**src/rtl/hazard_ctrl_pkg.sv**
```systemverilog
// Common pipeline definitions shared by the hazard controller and its timer.
package hazard_ctrl_pkg;

  localparam int unsigned REG_W = 5;
  localparam logic [REG_W-1:0] ZERO_REG = 5'd0;

  typedef enum logic {
    IDLE    = 1'b0,
    MD_BUSY = 1'b1
  } md_state_e;

endpackage : hazard_ctrl_pkg

```
**src/rtl/hazard_ctrl_md_timer.sv**
```systemverilog
// Tracks the multi-cycle multiply/divide unit; md_busy is high while a result is pending.
module hazard_ctrl_md_timer
  import hazard_ctrl_pkg::*;
#(
  parameter int unsigned MD_CYCLES = 32
) (
  input  logic clk,
  input  logic rst_n,
  input  logic md_start_i,
  input  logic hold_i,
  output logic md_busy_o
);

  localparam int unsigned MD_CNT_W = (MD_CYCLES > 2) ? $clog2(MD_CYCLES) : 1;
  localparam logic [MD_CNT_W-1:0] CNT_LOAD = MD_CNT_W'(MD_CYCLES - 1);
  localparam logic [MD_CNT_W-1:0] CNT_ONE  = MD_CNT_W'(1);

  md_state_e           state_q, state_d;
  logic [MD_CNT_W-1:0] md_cnt_q, md_cnt_d;

  always_ff @(posedge clk or negedge rst_n) begin
    if (!rst_n) begin
      state_q  <= IDLE;
      md_cnt_q <= '0;
    end else begin
      state_q  <= state_d;
      md_cnt_q <= md_cnt_d;
    end
  end

  // A memory wait freezes the EX stage, so neither a start nor a countdown step is taken.
  always_comb begin
    state_d  = state_q;
    md_cnt_d = md_cnt_q;
    if (!hold_i) begin
      if (md_start_i) begin
        state_d  = MD_BUSY;
        md_cnt_d = CNT_LOAD;
      end else if (state_q == MD_BUSY) begin
        md_cnt_d = md_cnt_q - CNT_ONE;
        if (md_cnt_q == CNT_ONE) begin
          state_d = IDLE;
        end
      end
    end
  end

  assign md_busy_o = (state_q == MD_BUSY);

endmodule : hazard_ctrl_md_timer

```
**src/rtl/hazard_ctrl.sv**
```systemverilog
// Pipeline hazard controller: stall/flush steering for the five-stage core plus a stall counter.
module hazard_ctrl
  import hazard_ctrl_pkg::*;
#(
  parameter int unsigned MD_CYCLES = 32,
  parameter int unsigned CNT_W     = 16
) (
  input  logic             clk,
  input  logic             rst_n,
  input  logic [REG_W-1:0] id_rs,
  input  logic [REG_W-1:0] id_rt,
  input  logic             id_uses_rt,
  input  logic             id_branch_taken,
  input  logic             id_md_read,
  input  logic             ex_memread,
  input  logic [REG_W-1:0] ex_rt,
  input  logic             ex_md_start,
  input  logic             dmem_wait,
  output logic             pc_en,
  output logic             ifid_en,
  output logic             ifid_flush,
  output logic             idex_en,
  output logic             idex_flush,
  output logic             exmem_en,
  output logic             md_busy,
  output logic [CNT_W-1:0] stall_cycles
);

  logic             load_use;
  logic             md_hazard;
  logic [CNT_W-1:0] stall_q, stall_d;

  hazard_ctrl_md_timer #(
    .MD_CYCLES (MD_CYCLES)
  ) u_md_timer (
    .clk        (clk),
    .rst_n      (rst_n),
    .md_start_i (ex_md_start),
    .hold_i     (dmem_wait),
    .md_busy_o  (md_busy)
  );

  assign load_use  = ex_memread && (ex_rt != ZERO_REG) &&
                     ((ex_rt == id_rs) || (id_uses_rt && (ex_rt == id_rt)));
  assign md_hazard = md_busy && id_md_read;

  // Priority: reset, memory wait, data hazard bubble, taken-branch squash, normal flow.
  always_comb begin
    pc_en      = 1'b1;
    ifid_en    = 1'b1;
    ifid_flush = 1'b0;
    idex_en    = 1'b1;
    idex_flush = 1'b0;
    exmem_en   = 1'b1;
    if (!rst_n) begin
      pc_en      = 1'b0;
      ifid_en    = 1'b0;
      idex_en    = 1'b0;
      exmem_en   = 1'b0;
      ifid_flush = 1'b1;
      idex_flush = 1'b1;
    end else if (dmem_wait) begin
      pc_en    = 1'b0;
      ifid_en  = 1'b0;
      idex_en  = 1'b0;
      exmem_en = 1'b0;
    end else if (load_use || md_hazard) begin
      pc_en      = 1'b0;
      ifid_en    = 1'b0;
      idex_flush = 1'b1;
    end else if (id_branch_taken) begin
      ifid_flush = 1'b1;
    end
  end

  always_comb begin
    stall_d = stall_q;
    if (!pc_en && (stall_q != {CNT_W{1'b1}})) begin
      stall_d = stall_q + CNT_W'(1);
    end
  end

  always_ff @(posedge clk or negedge rst_n) begin
    if (!rst_n) begin
      stall_q <= '0;
    end else begin
      stall_q <= stall_d;
    end
  end

  assign stall_cycles = stall_q;

endmodule : hazard_ctrl
```
**config.mk**
```make
export PLATFORM = sky130hd
export DESIGN_NAME = hazard_ctrl
export DESIGN_NICKNAME = d
export VERILOG_FILES = /design/src/rtl/hazard_ctrl_pkg.sv /design/src/rtl/hazard_ctrl_md_timer.sv /design/src/rtl/hazard_ctrl.sv
export SDC_FILE = /design/constraint.sdc
export NUM_CORES = 1
export LEC_CHECK = 0
export ABC_CLOCK_PERIOD_IN_PS = 2200
export CAP_MARGIN = 0
export CORE_MARGIN = 2
export CORE_UTILIZATION = 44
export DETAILED_ROUTE_END_ITERATION = 10
export PLACE_DENSITY = 0.89
export SLEW_MARGIN = 20
export SYNTH_ARGS = -nofsm -noshare
export SYNTH_HDL_FRONTEND = slang
export SYNTH_SLANG_ARGS = --single-unit
```
**constraint.sdc**
```tcl
create_clock -name clk -period 2.2 [get_ports clk]
set_input_delay 0.44 -clock clk [delete_from_list [all_inputs] [get_ports clk]]
set_output_delay 0.44 -clock clk [all_outputs]
set_load 0.05 [all_outputs]
```
# --- Word-level counts from Yosys, hierarchy flattened ---
# Index checks and enable logic that the tools add are counted.
classes:
  add_sub_neg: 2
  eq_ne: 4
  n_mux: 17
  bitwise: 1
  n_reduce_logical: 11
ops:
  columns: ["operator", "n"]
  rows:
  - ["$add A16 B1 Y16 const B", 1]
  - ["$ne A16 B16 Y1 const B", 1]
  - ["$mux W1", 15]
  - ["$eq A5 B5 Y1", 2]
  - ["$mux W5", 2]
  - ["$eq A5 B1 Y1 const B", 1]
  - ["$logic_and A1 B1 Y1", 5]
  - ["$reduce_bool A5 Y1", 1]
  - ["$sub A5 B1 Y5 const B", 1]
  - ["$logic_or A1 B1 Y1", 2]
  - ["$reduce_and A2 Y1", 1]
  - ["$reduce_bool A2 Y1", 1]
  - ["$logic_not A1 Y1", 1]
  - ["$not A1 Y1", 1]
word_totals:
  regBits: 22
  inputBits: 23
  out_inout_bits: 23

# --- Longest topological paths before layout ---
# Gate-level depths: netlist of the first run.
logic_depth:
  depth_word: 10
  depth_mapped: 8
  mapped_depth_nobuf: 7

# --- Hierarchy ---
# A second synthesis of the first run with hierarchy kept.
unflattened:
  hier_cells: 123
  area_unflattened_um2: 1265.0
by_module_without_submodules:
  columns: ["module", "n_inst", "cells_each", "area_each_um2", "seq_area_each_um2"]
  rows:
  - ["hazard_ctrl", 1, 92, 943.4, 400.4]
  - ["hazard_ctrl_md_timer", 1, 31, 321.6, 150.1]

# --- Worst setup path after synthesis of the first run ---
# No wires, ideal clock.
synth_path:
  kind: "input -> output"
  startpoint: "input port ex_rt[1]"
  endpoint: "output port ifid_flush"
  arrival_time_ns: 2.402
  required_time_ns: 1.760
  path_slack_ns: -0.642
  cell_stages: 4
  path_buffers: 0
  path_cell_list: "or4_1 o21ai_2 o21ai_0 o21ai_0"
synth_via:
  elab_chain_cells: 8
synth_lines:
  columns: ["item", "line_no", "source"]
  rows:
  - ["start: declaration", "hazard_ctrl.sv:16", "input logic [REG_W-1:0] ex_rt,"]
  - ["$eq A5 B5 Y1", "hazard_ctrl.sv:44", "((ex_rt == id_rs) || (id_uses_rt && (ex_rt == id_rt)));"]
  - ["$logic_and A1 B1 Y1", "hazard_ctrl.sv:44", null]
  - ["$logic_or A1 B1 Y1", "hazard_ctrl.sv:44", null]
  - ["$logic_and A1 B1 Y1 *", "hazard_ctrl.sv:43", "assign load_use = ex_memread && (ex_rt != ZERO_REG) &&"]
  - ["$logic_or A1 B1 Y1 *", "hazard_ctrl.sv:67", "end else if (load_use || md_hazard) begin"]
  - ["$mux W1 *", "hazard_ctrl.sv:67", null]
  - ["$mux W1 *", "hazard_ctrl.sv:62", "end else if (dmem_wait) begin"]
  - ["$mux W1 *", "hazard_ctrl.sv:55", "if (!rst_n) begin"]
  - ["end: declaration", "hazard_ctrl.sv:21", "output logic ifid_flush,"]
# Every way passes the cells marked *; elsewhere a longest branch is shown, timed or not.

# --- Final worst setup path of the first run ---
layout_path:
  startpoint: "input port ex_rt[4]"
  endpoint: "output port ifid_en"
layout_via:
  elab_chain_cells: 8
layout_lines:
  columns: ["item", "line_no", "source"]
  rows:
  - ["$eq A5 B5 Y1", "hazard_ctrl.sv:44", null]
  - ["$logic_and A1 B1 Y1", "hazard_ctrl.sv:44", null]
  - ["$logic_or A1 B1 Y1", "hazard_ctrl.sv:44", null]
  - ["$logic_and A1 B1 Y1 *", "hazard_ctrl.sv:43", null]
  - ["$logic_or A1 B1 Y1 *", "hazard_ctrl.sv:67", null]
  - ["$mux W1 *", "hazard_ctrl.sv:67", null]
  - ["$mux W1 *", "hazard_ctrl.sv:62", null]
  - ["$mux W1 *", "hazard_ctrl.sv:55", null]
  - ["end: declaration", "hazard_ctrl.sv:20", "output logic ifid_en,"]
# Marked as above.

==> results of run 1 <==
## power by group through the flow
stage          Clock (W)  Sequential [W]  Combinational, W
2_1_floorplan          0        0.000794          0.000198
3_3_place_gp           0        0.000573          0.000669
3_5_place_dp           0        0.000581          0.000692
4_1_cts         0.000312        0.000573          0.000693
5_1_grt         0.000325        0.000587          0.000736
6_report        0.000309        0.000572          0.000699
## sequential cells by signal (all words and copies together), names as in the netlist
register / count
stall_cycles: 16
u_md_timer.md_cnt_q: 5
u_md_timer.md_busy_o: 1
## area by class of cell
class | instances | area, um2
fill | 207 | 736
sequential | 22 | 551
tap | 31 | 38.8
clock inverter | 1 | 30.0
inverter | 4 | 18.8
multi-input combinational | 100 | 764
timing repair buffer | 61 | 621
clock buffer | 3 | 22.5
## stage by stage
step	setup slack (ps)	cells	utilization
after floorplan	-182	131	-
after global placement	-396	215	0.688
after detailed placement	-424	215	0.688
after CTS	-88.6	220	0.714
after global routing	-131	222	0.735
final	-52.3	222	0.735
## worst paths after layout
check | startpoint | slack, ps | to
max | ex_rt[4] | -50 | ifid_en
min | rst_n | 500 | stall_cycles[5]
max reg2reg | stall_cycles[7] | 250 | stall_cycles[5]
min reg2reg | stall_cycles[9] | 510 | stall_cycles[9]
max in group asynchronous | rst_n | 1480 | u_md_timer.md_busy_o
min in group clk | stall_cycles[9] | 510 | stall_cycles[9]
## layer usage
layer | wire length, um | vias up
li1 | - | 577
met3 | 168 | 8
met4 | 54 | 0
met1 | 1090 | 578
met5 | 0 | -
met2 | 1710 | 50
## cells in the mapped netlist, drive strengths merged
master  number
nand2       11
o22a         1
and2         1
a32oi        1
xor2         9
and3         7
nand4        6
nor4         2
a31oi        3
nand4b       1
nand3        8
nand3b       3
dfrtp       22
o211ai       1
nor2        11
buf          4
inv          4
or4          1
nand2b       2
xnor2       15
o21ai        5
nor3         2
ha           3
nor2b        2
a21oi        2
mux2         2
nor4b        1
clkbuf       1
## what timing repair did
item	CTS	global route
endpoints found under the setup margin	7	4
buffers inserted	1	2
gates resized for setup	43	15
gates cloned	0	0
pin swaps	17	12
## worst max-delay path: cells and delay by family
kind,cells,cell delay [ps]
AO/OA/AOI/OAI,2,280
AND/OR/NAND/NOR,1,480
buffers and inverters,5,610
## cells by family after synthesis
group	after synthesis
and+or+nand+nor	58
xor gates and xnor gates	24
DFF	22
AOI/OAI and AO/OA	13
buffers and inverters	9
adders and majority gates	3
muxes	2
==> flow_summary.json, run 1 <==
{
  "synth_top_area_frac": 0.426,
  "met2_usage": 0.375,
  "mostFrequentLayoutCell": "clkdlybuf4s50_1",
  "required_ps": 1760,
  "insertion_delay_ps": 310,
  "crit_chain": "buf_6 > buf_6 > or4_4 > o21ai_4 > buf_6 > o211ai_4 > clkinvlp_4 > buf_12",
  "internal_power_w": 0.000955,
  "synth-adder-area-share": 0.0291,
  "path_max_fanout": 2,
  "htree_levels": 1,
  "worst_hold_slack_ps": 499,
  "arrival_ps": 1810,
  "antenna_found_initial": 0,
  "grt_max_degree": 17,
  "pwr-share-clk": 0.195,
  "drc": 0,
  "clk_pin_slew_ps": 120,
  "crit_path_end_kind": "primary output",
  "start_util": 0.464,
  "rsz0062_at_grt": "true",
  "combPwrFrac": 0.443,
  "grt_util_met1": 0.188,
  "grtUsageTotal": 0.185,
  "grt.met3_usage": 0.0268,
  "first_pass_iters": 4,
  "timing.final.crit_share": 1.02,
  "seq_area_frac_synth": 0.426,
  "viasPerCell": 5.46,
  "max_slew_margin": 0.666,
  "die_width_um": 58.2,
  "drive_above_1_share": 0.272,
  "gp_congestion": 0.783,
  "synth_top_cell_by_area": "dfrtp_1",
  "setup_ws_ps": -52.3,
  "synthXorXnorAreaFrac": 0.163,
  "fp.dieH_um": 58.2,
  "grt_pass1_wl_um": 4880,
  "violations": "negative setup slack",
  "grt_pass1_vias": 1219,
  "placed_cell_area_um2": 1910,
  "final_antenna_net_count": 0,
  "switching_share": 0.395,
  "worst_pin_slew_ps": 500,
  "critPathLaunchType": "input pin",
  "max_freq_mhz": 444,
  "wl_um": 3020,
  "synth_cells": 131,
  "final-max-slew-violation-count": 0,
  "clk_path_buf_depth": 2,
  "most-common-layout-cells": "clkdlybuf4s50_1, dfrtp_1, xnor2_1, buf_4, nor2_1",
  "cts_tree": "done",
  "syn_nets": 157,
  "p_leak_nw": 0.900,
  "routedWlPerCell_um": 13.6,
  "rows": 19,
  "dp_hpwl_um": 2460,
  "die-area_um2": 3380,
  "hold_viol": 0,
  "synth.top_cells.by_area": "dfrtp_1, xnor2_1, xor2_1",
  "yosys-mux-area-fraction": 0.0203,
  "clockRootBuffer": "clkbuf_4",
  "n_antenna_cell": 0,
  "design_area_um2": 2050,
  "cts_sinks": 22,
  "numCtsBuffers": 3,
  "io_pins": 46,
  "cp_common_cell": "buf_6",
  "syn_avg_cell_area_um2": 9.86,
  "power_density_nw_per_um2": 772,
  "ys_ff_latch": 22,
  "maxCapViolations": 0,
  "min_path_type": "in2async",
  "switchingPower_w": 0.000624,
  "io_buffers": 45,
  "grt_overflow_total": 0,
  "synth_top_family_by_area": "simple AND/OR/NAND/NOR gates",
  "vias": 1213,
  "synth_compound_area_frac": 0.0746,
  "peakVddDrop_mv": 0.952,
  "hold_buffers": 0,
  "synthSimpleGateAreaFrac": 0.248,
  "nets": 218,
  "clock_skew_ps": 8.11,
  "yosys_warnings": 0,
  "slowest_delay_ps": 480,
  "coreArea_um2": 2780,
  "tns_ps": -148,
  "cpMaxStageDelayCell": "or4_4",
  "crit_type": "in2out",
  "ys_types": 35,
  "r2r_cells": 7,
  "status": "complete, but fails checks",
  "drtIter0Drc": 33,
  "area_growth_pct": 58.4,
  "power_w": 0.00158,
  "power_frac_seq": 0.362,
  "mappedNetlistArea_um2": 1290,
  "busiest_layer": "met2",
  "fin_crit_ps": 2250,
  "setup_viol": 3
}
(Power assumes the default switching activity.)
==> inputs of run 2 (changes only) <==
--- a/config.mk
+++ b/config.mk
@@ -5,12 +5,12 @@
 export SDC_FILE = /design/constraint.sdc
 export NUM_CORES = 1
 export LEC_CHECK = 0
-export ABC_CLOCK_PERIOD_IN_PS = 2200
+export ABC_CLOCK_PERIOD_IN_PS = 1900
 export CAP_MARGIN = 0
 export CORE_MARGIN = 2
-export CORE_UTILIZATION = 44
+export CORE_UTILIZATION = 40
 export DETAILED_ROUTE_END_ITERATION = 10
-export PLACE_DENSITY = 0.89
+export PLACE_DENSITY = 0.85
 export SLEW_MARGIN = 20
 export SYNTH_ARGS = -nofsm -noshare
 export SYNTH_HDL_FRONTEND = slang
==> constraint.sdc (replaced) <==
create_clock -name clk -period 1.9 [get_ports clk]
set_input_delay 0.38 -clock clk [delete_from_list [all_inputs] [get_ports clk]]
set_output_delay 0.38 -clock clk [all_outputs]
set_load 0.05 [all_outputs]
==> run 2 against run 1 <==
The run still ends with negative setup slack left. Flip-flop and latch count is the same. Non-clock buffer count decreased by 4. Setup slack worse by 180 ps. Clock power down 15%. Hold slack got worse by 23 ps. Sequential share of layout area is 0.88 points higher. Critical endpoint is now pc_en.
==> flow_summary.json, run 2 (synthesis gave the netlist of run 1 again) <==
{
  "htree_levels": 1,
  "crit_path_end_kind": "primary output",
  "peakVddDrop_mv": 0.547,
  "min_path_type": "in2async",
  "mostFrequentLayoutCell": "buf_4",
  "cts_tree": "done",
  "critPathLaunchType": "input pin",
  "viasPerCell": 5.28,
  "setup_ws_ps": -230,
  "crit_type": "in2out",
  "worst_hold_slack_ps": 476,
  "cpMaxStageDelayCell": "nor4_4",
  "n_antenna_cell": 0,
  "cts_sinks": 22,
  "first_pass_iters": 4,
  "antenna_found_initial": 0,
  "design_area_um2": 2010,
  "combPwrFrac": 0.457,
  "fill_cells": 255,
  "rows": 20,
  "worst_pin_slew_ps": 489,
  "gp_congestion": 0.813,
  "maxCapViolations": 0,
  "clk_path_buf_depth": 2,
  "grtUsageTotal": 0.202,
  "most-common-layout-cells": "buf_4, dfrtp_1, xnor2_1, nor2_1, nand2_1",
  "clockRootBuffer": "clkbuf_4",
  "violations": "negative setup slack",
  "dp_hpwl_um": 2500,
  "grt_pass1_vias": 1251,
  "nets": 214,
  "utilization": 0.658,
  "p_leak_nw": 0.888,
  "vias": 1220,
  "start_util": 0.423,
  "clock_skew_ps": 3.09,
  "pwr-share-clk": 0.151,
  "routedWlPerCell_um": 14.4,
  "arrival_ps": 1750,
  "area_growth_pct": 55.5,
  "status": "complete, but fails checks",
  "io_buffers": 45,
  "die-area_um2": 3700,
  "stdcell_count": 231,
  "max_slew_margin": 0.676,
  "path_max_fanout": 2,
  "power_frac_seq": 0.392,
  "hold_viol": 0,
  "switching_share": 0.429,
  "power_w": 0.00173,
  "dp.cells": 226,
  "placed_cell_area_um2": 1890,
  "internal_power_w": 0.000987,
  "required_ps": 1520,
  "max_freq_mhz": 470,
  "drive_above_1_share": 0.390,
  "fp.dieH_um": 60.8,
  "grt_max_degree": 25,
  "crit_chain": "buf_8 > xor2_4 > nor4_4 > a32oi_2 > o211ai_4 > clkinvlp_4 > buf_12",
  "io_pins": 46,
  "grt_pass1_wl_um": 5490,
  "fin_crit_ps": 2130,
  "insertion_delay_ps": 320,
  "drtIter0Drc": 58,
  "coreArea_um2": 3050,
  "die_width_um": 60.8,
  "wl_um": 3330,
  "clk_pin_slew_ps": 120,
  "grt_overflow_total": 0,
  "hold_buffers": 0,
  "final_antenna_net_count": 0,
  "power_density_nw_per_um2": 861,
  "timing.final.crit_share": 1.12,
  "slowest_delay_ps": 310,
  "drc": 0,
  "largest_reg_flops": 16,
  "setup_viol": 4,
  "numCtsBuffers": 3,
  "final-max-slew-violation-count": 0,
  "switchingPower_w": 0.000742,
  "rsz0062_at_grt": "true"
}
## run 2: cell types whose count changed in the layout (fill, tap and decap cells not counted), moves of 2 or more
cell | previous run | this run
buf_2 | 3 | 5
buf_4 | 13 | 27
clkbuf_2 | 2 | 0
clkdlybuf4s50_1 | 24 | 7
dfrtp_1 | 22 | 16
dfrtp_2 | 0 | 6
xor2_4 | 0 | 2
## run 2: worst max-delay path: cells and delay by family
kind | cells | cell delay [ps]
AOI/OAI and AO/OA | 2 | 430
xor gates and xnor gates | 1 | 180
buffers and inverters | 3 | 450
and+or+nand+nor | 1 | 310
## run 2: routing by layer
layer / up-vias / global-route usage / routed length (um)
met5: - / 0 / 0
met4: 0 / 0.0683 / 40
met3: 5 / 0.0299 / 178
met2: 51 / 0.389 / 1900
met1: 598 / 0.224 / 1210
li1: 566 / - / -
## run 2: area by class of cell
type                       instances  area (um2)  share of cell area
inverter                           4        18.8             0.00935
multi-input combinational        100         798               0.398
clock buffer                       4        36.3              0.0181
timing repair buffer              57         542               0.270
tap                               44        55.1              0.0274
sequential                        22         558               0.278
## run 2: through the flow
stage	setup TNS, ps	worst slack [ps]
floorplan	-723	-362
global placement	-9320	-582
detailed placement	-11730	-709
CTS	-836	-265
global route	-931	-274
finish	-744	-230
## run 2: power by group through the flow
stage	logic, W	registers [W]	clock network (W)
2_1_floorplan	0.000231	0.000928	0
3_3_place_gp	0.000753	0.000672	0
3_5_place_dp	0.000781	0.000686	0
4_1_cts	0.000778	0.000679	0.000272
5_1_grt	0.000838	0.000695	0.000294
6_report	0.000790	0.000677	0.000262
## run 2: timing repair
item | 4_1_cts | 5_1_grt
pin swaps | 15 | 12
resized for setup | 52 | 16
setup endpoints to repair | 21 | 14
buffers inserted | 1 | 0
## run 2: final timing paths
path	depth (start not counted)	slack [ps]	from	end
max	7	-230	id_rt[4]	pc_en
min	2	480	rst_n	stall_cycles[4]
max reg2reg	7	110	stall_cycles[7]	stall_cycles[9]
min reg2reg	1	500	stall_cycles[10]	stall_cycles[10]
max in group asynchronous	2	1170	rst_n	stall_cycles[3]
min in group clk	1	500	stall_cycles[10]	stall_cycles[10]
